### src/rtl/sample_feeder_pkg.sv
// sample_feeder_pkg
//   Shared definitions for the sample feeder: parameter defaults that match
//   top_filter, the trigger FSM state encoding and a counter-width helper.
//   Optional feature macro used elsewhere in this slice: SAMPLE_FEEDER_UFCNT_EN.
package sample_feeder_pkg;

  localparam int DATA_SIZE_DEF  = 24;
  localparam int DIV_DEF        = 50;
  localparam int TRIG_LEN_DEF   = 3;
  localparam int FIFO_DEPTH_DEF = 8;

  // Encodings are shared with top_filter, so they are fixed explicitly.
  typedef enum logic {
    S_WAIT = 1'b0,
    S_TRIG = 1'b1
  } trig_state_t;

  // Width of a counter that must hold 0..n-1 (at least one bit).
  function automatic int cnt_w(input int n);
    return (n <= 2) ? 1 : $clog2(n);
  endfunction

endpackage

### src/rtl/sample_feeder_if.sv
// sample_feeder_if
//   ADC-side valid/ready sample stream into the feeder.
//   in_data  : sample, two's complement, DATA_SIZE bits
//   in_valid : in_data valid, held by the source until accepted
//   in_ready : feeder can accept this cycle
//   Modports: master = source side, slave = feeder side.
interface sample_feeder_if #(
  parameter int DATA_SIZE = 24
);
  logic [DATA_SIZE-1:0] in_data;
  logic                 in_valid;
  logic                 in_ready;

  modport master (output in_data, output in_valid, input in_ready);
  modport slave  (input in_data, input in_valid, output in_ready);
endinterface

### src/rtl/sample_feeder_fifo.sv
// sample_fifo
//   Synchronous FIFO, DATA_SIZE x FIFO_DEPTH (power of two). Flush on reset
//   clears pointers and level only; storage is not cleared.
//   Ports:
//     clk, reset          clock, synchronous active-low reset
//     wr_en, wr_data      write request (ignored while full)
//     rd_en               read request (ignored while empty)
//     rd_data             head entry, valid while !empty
//     level               occupancy 0..FIFO_DEPTH
//     full, empty         status from the registered level
module sample_fifo #(
  parameter  int DATA_SIZE  = 24,
  parameter  int FIFO_DEPTH = 8,
  localparam int FIFO_AW    = $clog2(FIFO_DEPTH)
) (
  input  logic                 clk,
  input  logic                 reset,
  input  logic                 wr_en,
  input  logic [DATA_SIZE-1:0] wr_data,
  input  logic                 rd_en,
  output logic [DATA_SIZE-1:0] rd_data,
  output logic [FIFO_AW:0]     level,
  output logic                 full,
  output logic                 empty
);

  logic [DATA_SIZE-1:0] mem [FIFO_DEPTH];
  logic [FIFO_AW-1:0]   wr_ptr;
  logic [FIFO_AW-1:0]   rd_ptr;
  logic                 do_wr;
  logic                 do_rd;

  assign full    = (level == (FIFO_AW+1)'(FIFO_DEPTH));
  assign empty   = (level == '0);
  assign do_wr   = wr_en && !full;
  assign do_rd   = rd_en && !empty;
  assign rd_data = mem[rd_ptr];

  always_ff @(posedge clk) begin
    if (do_wr) begin
      mem[wr_ptr] <= wr_data;
    end
  end

  // Pointers wrap naturally because FIFO_DEPTH is a power of two.
  always_ff @(posedge clk) begin
    if (!reset) begin
      wr_ptr <= '0;
      rd_ptr <= '0;
      level  <= '0;
    end else begin
      if (do_wr) wr_ptr <= wr_ptr + 1'b1;
      if (do_rd) rd_ptr <= rd_ptr + 1'b1;
      case ({do_wr, do_rd})
        2'b10:   level <= level + 1'b1;
        2'b01:   level <= level - 1'b1;
        default: level <= level;
      endcase
    end
  end

endmodule

### src/rtl/sample_feeder.sv
// sample_feeder
//   Upstream stage of top_filter. Buffers source samples in a small FIFO and
//   releases one per sample period of DIV clocks, driving data_out and a
//   TRIG_LEN-cycle sample_trig strobe. On source underrun the previous sample
//   is repeated and underflow pulses, so the filter rate stays constant.
//   Optional feature: define SAMPLE_FEEDER_UFCNT_EN to add underflow_cnt.
//   Ports:
//     clk            system clock, rising edge
//     reset          synchronous active-low reset
//     sif            sample stream in (slave modport: in_data/in_valid/in_ready)
//     data_out       to top_filter data_in, changes only on trig rising edge
//     sample_trig    to top_filter sample_trig
//     underflow      1-cycle pulse when a period tick finds the FIFO empty
//     fifo_level     FIFO occupancy 0..FIFO_DEPTH
//     underflow_cnt  (SAMPLE_FEEDER_UFCNT_EN only) saturating underflow count
//
//   state  | meaning
//   S_WAIT | strobe low, waiting for the divider tick
//   S_TRIG | strobe high, counting TRIG_LEN cycles
module sample_feeder
  import sample_feeder_pkg::*;
#(
  parameter  int DATA_SIZE  = DATA_SIZE_DEF,
  parameter  int DIV        = DIV_DEF,
  parameter  int TRIG_LEN   = TRIG_LEN_DEF,
  parameter  int FIFO_DEPTH = FIFO_DEPTH_DEF,
  localparam int FIFO_AW    = $clog2(FIFO_DEPTH)
) (
  input  logic                 clk,
  input  logic                 reset,
  sample_feeder_if.slave       sif,
  output logic [DATA_SIZE-1:0] data_out,
  output logic                 sample_trig,
  output logic                 underflow,
  output logic [FIFO_AW:0]     fifo_level
`ifdef SAMPLE_FEEDER_UFCNT_EN
  ,
  output logic [15:0]          underflow_cnt
`endif
);

  localparam int DIV_W  = cnt_w(DIV);
  localparam int TRIG_W = cnt_w(TRIG_LEN);

  logic [DIV_W-1:0]     div_cnt;
  logic [TRIG_W-1:0]    trig_cnt;
  trig_state_t          state;
  logic                 tick;
  logic                 fifo_full;
  logic                 fifo_empty;
  logic [DATA_SIZE-1:0] fifo_rd_data;
  logic                 push;
  logic                 pop;
  logic                 uf_event;

  assign tick = (div_cnt == DIV_W'(DIV - 1));

  // A push on the tick edge into an empty FIFO is not bypassed: empty is
  // the registered status, so that tick still underflows.
  assign push     = sif.in_valid && !fifo_full;
  assign pop      = tick && (state == S_WAIT) && !fifo_empty;
  assign uf_event = tick && (state == S_WAIT) && fifo_empty;

  assign sif.in_ready = !fifo_full;

  sample_fifo #(
    .DATA_SIZE  (DATA_SIZE),
    .FIFO_DEPTH (FIFO_DEPTH)
  ) u_fifo (
    .clk     (clk),
    .reset   (reset),
    .wr_en   (push),
    .wr_data (sif.in_data),
    .rd_en   (pop),
    .rd_data (fifo_rd_data),
    .level   (fifo_level),
    .full    (fifo_full),
    .empty   (fifo_empty)
  );

  always_ff @(posedge clk) begin
    if (!reset) begin
      div_cnt     <= '0;
      trig_cnt    <= '0;
      state       <= S_WAIT;
      data_out    <= '0;
      sample_trig <= 1'b0;
      underflow   <= 1'b0;
    end else begin
      div_cnt   <= tick ? '0 : div_cnt + 1'b1;
      underflow <= 1'b0;
      case (state)
        S_WAIT: begin
          if (tick) begin
            state       <= S_TRIG;
            trig_cnt    <= '0;
            sample_trig <= 1'b1;
            if (pop) begin
              data_out <= fifo_rd_data;
            end
            if (uf_event) begin
              underflow <= 1'b1;
            end
          end
        end
        S_TRIG: begin
          if (trig_cnt == TRIG_W'(TRIG_LEN - 1)) begin
            state       <= S_WAIT;
            sample_trig <= 1'b0;
          end else begin
            trig_cnt <= trig_cnt + 1'b1;
          end
        end
        default: begin
          state       <= S_WAIT;
          sample_trig <= 1'b0;
        end
      endcase
    end
  end

`ifdef SAMPLE_FEEDER_UFCNT_EN
  // Counts on the same edge that raises underflow, so the count and the
  // pulse are visible together.
  always_ff @(posedge clk) begin
    if (!reset) begin
      underflow_cnt <= '0;
    end else if (uf_event && (underflow_cnt != 16'hFFFF)) begin
      underflow_cnt <= underflow_cnt + 16'd1;
    end
  end
`endif

endmodule

### src/flat_wrapper.sv
// flat-port wrapper written by rule: the top's interface ports become plain ports
module sample_feeder_flat import sample_feeder_pkg::*;
#(
  parameter  int DATA_SIZE  = DATA_SIZE_DEF,
  parameter  int DIV        = DIV_DEF,
  parameter  int TRIG_LEN   = TRIG_LEN_DEF,
  parameter  int FIFO_DEPTH = FIFO_DEPTH_DEF,
  localparam int FIFO_AW    = $clog2(FIFO_DEPTH)
)
  (clk, reset, data_out, sample_trig, underflow, fifo_level, sif_in_data, sif_in_valid, sif_in_ready);
  sample_feeder_if #(.DATA_SIZE(DATA_SIZE)) sif_i ();
  input  logic clk;
  input  logic reset;
  output logic [DATA_SIZE-1:0] data_out;
  output logic sample_trig;
  output logic underflow;
  output logic [FIFO_AW:0] fifo_level;
  input wire logic [$bits(sif_i.in_data)-1:0] sif_in_data;
  input wire logic [$bits(sif_i.in_valid)-1:0] sif_in_valid;
  output wire logic [$bits(sif_i.in_ready)-1:0] sif_in_ready;
  assign sif_i.in_data = sif_in_data;
  assign sif_i.in_valid = sif_in_valid;
  assign sif_in_ready = sif_i.in_ready;
  sample_feeder #(.DATA_SIZE(DATA_SIZE), .DIV(DIV), .TRIG_LEN(TRIG_LEN), .FIFO_DEPTH(FIFO_DEPTH)) u_core (.clk(clk), .reset(reset), .sif(sif_i), .data_out(data_out), .sample_trig(sample_trig), .underflow(underflow), .fifo_level(fifo_level));
endmodule
### config.mk
export PLATFORM = sky130hd
export DESIGN_NAME = sample_feeder_flat
export DESIGN_NICKNAME = d
export VERILOG_FILES = /design/src/rtl/sample_feeder_pkg.sv /design/src/rtl/sample_feeder_if.sv /design/src/rtl/sample_feeder_fifo.sv /design/src/rtl/sample_feeder.sv /design/src/flat_wrapper.sv
export SDC_FILE = /design/constraint.sdc
export NUM_CORES = 1
export LEC_CHECK = 0
export BUFFER_PORTS_ARGS = -buffer_cell sky130_fd_sc_hd__buf_2
export CAP_MARGIN = 25
export CORE_UTILIZATION = 45
export CTS_CLUSTER_DIAMETER = 120
export CTS_CLUSTER_SIZE = 12
export DETAILED_ROUTE_END_ITERATION = 8
export HOLD_SLACK_MARGIN = 0.12
export PLACE_DENSITY = 0.76
export SLEW_MARGIN = 0
export SYNTH_ARGS = -nofsm -noshare
export SYNTH_HDL_FRONTEND = slang
export SYNTH_SLANG_ARGS = --single-unit
export TNS_END_PERCENT = 10
### constraint.sdc
create_clock -name clk -period 3.8 [get_ports clk]
set_input_delay 0.19 -clock clk [delete_from_list [all_inputs] [get_ports clk]]
set_output_delay 0.19 -clock clk [all_outputs]
set_load 0.02 [all_outputs]
==> impl_metrics.py <==
metrics = {
    "floorplanning": {
        "die_w_um": 143.7,
        "boundaryPins": 58,
        "start_util_pct": 46.09,
        "coreArea_mm2": 0.01959,
        "die-area_mm2": 0.02064,
        "die_h_um": 143.7,
        "num_rows": 51,
    },
    "setup_path": {
        "endpoint": "u_core.u_fifo.level[2]$_SDFFE_PN0P_",
        "critPathRequiredTime_ps": 4230,
        "ff2ff_path_depth": 11,
        "r2r-start": "u_core.div_cnt[0]$_SDFF_PP0_",
        "crit_arrival_ps": 3240,
        "crit_start": "u_core.div_cnt[0]$_SDFF_PP0_",
        "worst-path-max-fanout": 33,
        "cp-start-kind": "register",
        "r2r-end": "u_core.u_fifo.level[2]$_SDFFE_PN0P_",
        "r2r_setup_slack_ps": 990,
        "path_class": "reg -> reg",
        "worstSetupEndpointType": "register",
    },
    "routing": {
        "finalWirelength_um": 16920,
        "firstDrtPassIters": 4,
        "avgRoutedWirePerCell_um": 19.93,
        "ant_nets": 0,
        "routed-via-count": 4563,
        "drc": 0,
        "viasPerCell": 5.375,
        "first_iter_violations": 384,
    },
    "yosys": {
        "synth_top_area_share_pct": 63.85,
        "synth_ff_type": "edfxtp_1",
        "yosys.area.top_type": "edfxtp_1",
        "synth-edff-count": 192,
        "yosys-top-cells-area": "edfxtp_1, mux4_2, dfxtp_1",
        "synth_cell_types": 39,
        "synthCells": 476,
        "ys_ff_latch": 237,
        "ys_top_cells_by_count": "edfxtp_1, mux4_2, dfxtp_1",
        "syn-num-nets": 511,
        "yosys_warnings": 0,
        "synth.most_common_cell": "edfxtp_1",
        "async_reset_ff_share_pct": 0,
        "ys_seq_area_share_pct": 73.83,
        "syn_avg_cell_area_um2": 18.97,
        "synth_area_mm2": 0.009030,
    },
    "clock_network": {
        "cts_buffers": 23,
        "cts_tree": "yes",
        "clock-root-buffer": "clkbuf_16",
        "cts_max_level": 1,
        "ctsHoldBuffers": 25,
        "clockBufferDepth": 3,
        "cts_post_setup_buffers_inserted": 0,
        "clk-insertion-delay-late_ps": 510,
        "clkSinkCount": 237,
        "path_clk_slew_ps": 60,
        "ctsResizeCount": 0,
    },
    "flow_run": {
        "drv_cap": 0,
    },
    "cells_and_area": {
        "fin_nets": 602,
        "fill_cells": 1527,
        "drive_above_1_share_pct": 27.05,
        "fin_cells": 849,
        "finish.utilization_pct": 53.89,
        "ff_latch_area_mm2": 0.006673,
        "synthToLayoutAreaGrowth_pct": 16.92,
        "multi_input_area_mm2": 0.002243,
        "stdcell_area_mm2": 0.01056,
        "n_antenna_cell": 0,
    },
    "timing": {
        "worstMarginPinSlew_ps": 976.3,
        "period_share_pct": 74.03,
        "clock.fmax_mhz": 355.5,
        "hold_viol_final": 0,
        "relSlewSlack_pct": 34.91,
        "fin_skew_ps": 12.31,
        "final_max_slew_viol_count": 0,
        "setup_ws_ps": 986.9,
        "rsz0062_at_grt": "no",
        "post-route-min-period_ps": 2813,
        "setup_tns_ps": 0,
        "setup_violations": 0,
    },
    "min_path": {
        "hp-class": "in -> reg",
    },
    "grt": {
        "grt_pass1_wl_um": 26360,
        "grt_pass1_vias": 4794,
        "grt_overflow": 0,
        "grt_max_degree": 51,
        "grt_usage_pct": 17.07,
        "antenna_found_initial": 0,
    },
    "power_and_ir_drop": {
        "p_switching_uw": 1007,
        "switching_share_pct": 19.80,
        "combPwrFrac_pct": 3.6,
        "intPower_uw": 4079,
        "power_frac_clock_pct": 39.7,
        "p_leak_uw": 0.003531,
        "seqPwrFrac_pct": 56.7,
        "ir_worst_vdd_mv": 0.2787,
        "p_per_area_mw_per_mm2": 481.7,
    },
    "placement": {
        "place_hpwl_um": 9602,
        "gp_congestion": 0.7404,
        "place_ws_ps": 996.4,
        "place_area_mm2": 0.009627,
        "portBuffers": 57,
        "place_inst": 781,
    },
    "outcome": {
        "status": "finished clean",
    },
}
[flip-flops by register name (all words and copies together), names as in the netlist, 2 cells and up]
register              cells
u_core.data_out          24
u_core.div_cnt            6
u_core.trig_cnt           2
u_core.u_fifo.level       4
u_core.u_fifo.mem       192
u_core.u_fifo.rd_ptr      3
u_core.u_fifo.wr_ptr      3
[cells by family after synthesis]
logic type      Yosys count  synth area share (%)
compound gates           60                 3.478
mux                      76                 15.08
buf+inv                  31                 1.704
xor+xnor                 10                0.9699
fa+ha+maj                 8                 1.109
simple gates             54                 3.838
flops                   237                 73.83
[power by group through the flow]
stage          clock network [µW]  registers, µW  logic, µW
2_1_floorplan                   0           2940       89.0
3_3_place_gp                    0           2930        155
3_5_place_dp                    0           2940        164
4_1_cts                      2050           2880        185
5_1_grt                      2150           2890        201
6_report                     2020           2880        183
[metrics by stage]
step           hold slack, ps  total power (µW)
3_3_place_gp            444.2              3088
4_1_cts                 303.8              5122
6_report                297.5              5086
5_1_grt                 345.9              5241
3_5_place_dp            454.8              3104
2_1_floorplan           288.9              3027
[how the worst min path moves through the flow]
stage | start | to | slack, ps | cells past startpoint
CTS | reset | u_core.u_fifo.level[3]$_SDFFE_PN0P_ | 300 | 3
finish | reset | u_core.u_fifo.level[3]$_SDFFE_PN0P_ | 300 | 3
detailed placement | u_core.div_cnt[0]$_SDFF_PP0_ | u_core.div_cnt[0]$_SDFF_PP0_ | 450 | 1
floorplan | sif_in_data[0] | u_core.u_fifo.mem[0][0]$_DFFE_PP_ | 290 | 0
global placement | u_core.div_cnt[0]$_SDFF_PP0_ | u_core.div_cnt[0]$_SDFF_PP0_ | 440 | 1
global route | reset | u_core.u_fifo.rd_ptr[2]$_SDFFE_PN0P_ | 350 | 3
[cell usage in the layout, fill, tap and decap left out, drive strengths merged, types with 2 or more instances in the layout]
cell type and instances:
dlygate4sd3 25, nor3 6, buf 69, edfxtp 192, xor2 5, nor2b 4, nor2 10, and3 2
o21a 2, and2 5, a21boi 2, nand3 5, mux4 48, mux2i 28, clkbuf 40, xnor2 5
inv 4, nand2b 5, o21ai 28, dfxtp 45, nor4 3, nand2 9, ha 8, a21oi 26
[routing by layer]
metal  vias to the layer above  wire [µm]  global-route usage [%]
li1                       2087          -                       -
met1                      2314       7261                   23.06
met2                       139       8444                   28.69
met3                        23        964                   2.766
met4                         0        250                   4.871
met5                         -          0                       0
[layout make-up]
class                   count  share of cell area (%)
clock buffers              40                   6.056
clock inverters             2                  0.1304
inverters                   3                  0.1067
multi-input cells         208                   21.25
flip-flops and latches    237                   63.20
well taps                 265                   3.141
repair buffers             94                   6.115
[critical path: stages (launching register included)]
cell      delay (ps)
dfxtp_1          380
ha_1             210
nand4b_4         130
nor4_4           240
buf_4            390
ha_1             350
xor2_1           180
ha_1             160
a21oi_1           50
xor2_1           180
or3_1            310
a21boi_0         180
Power figures use the tool's default switching activity.
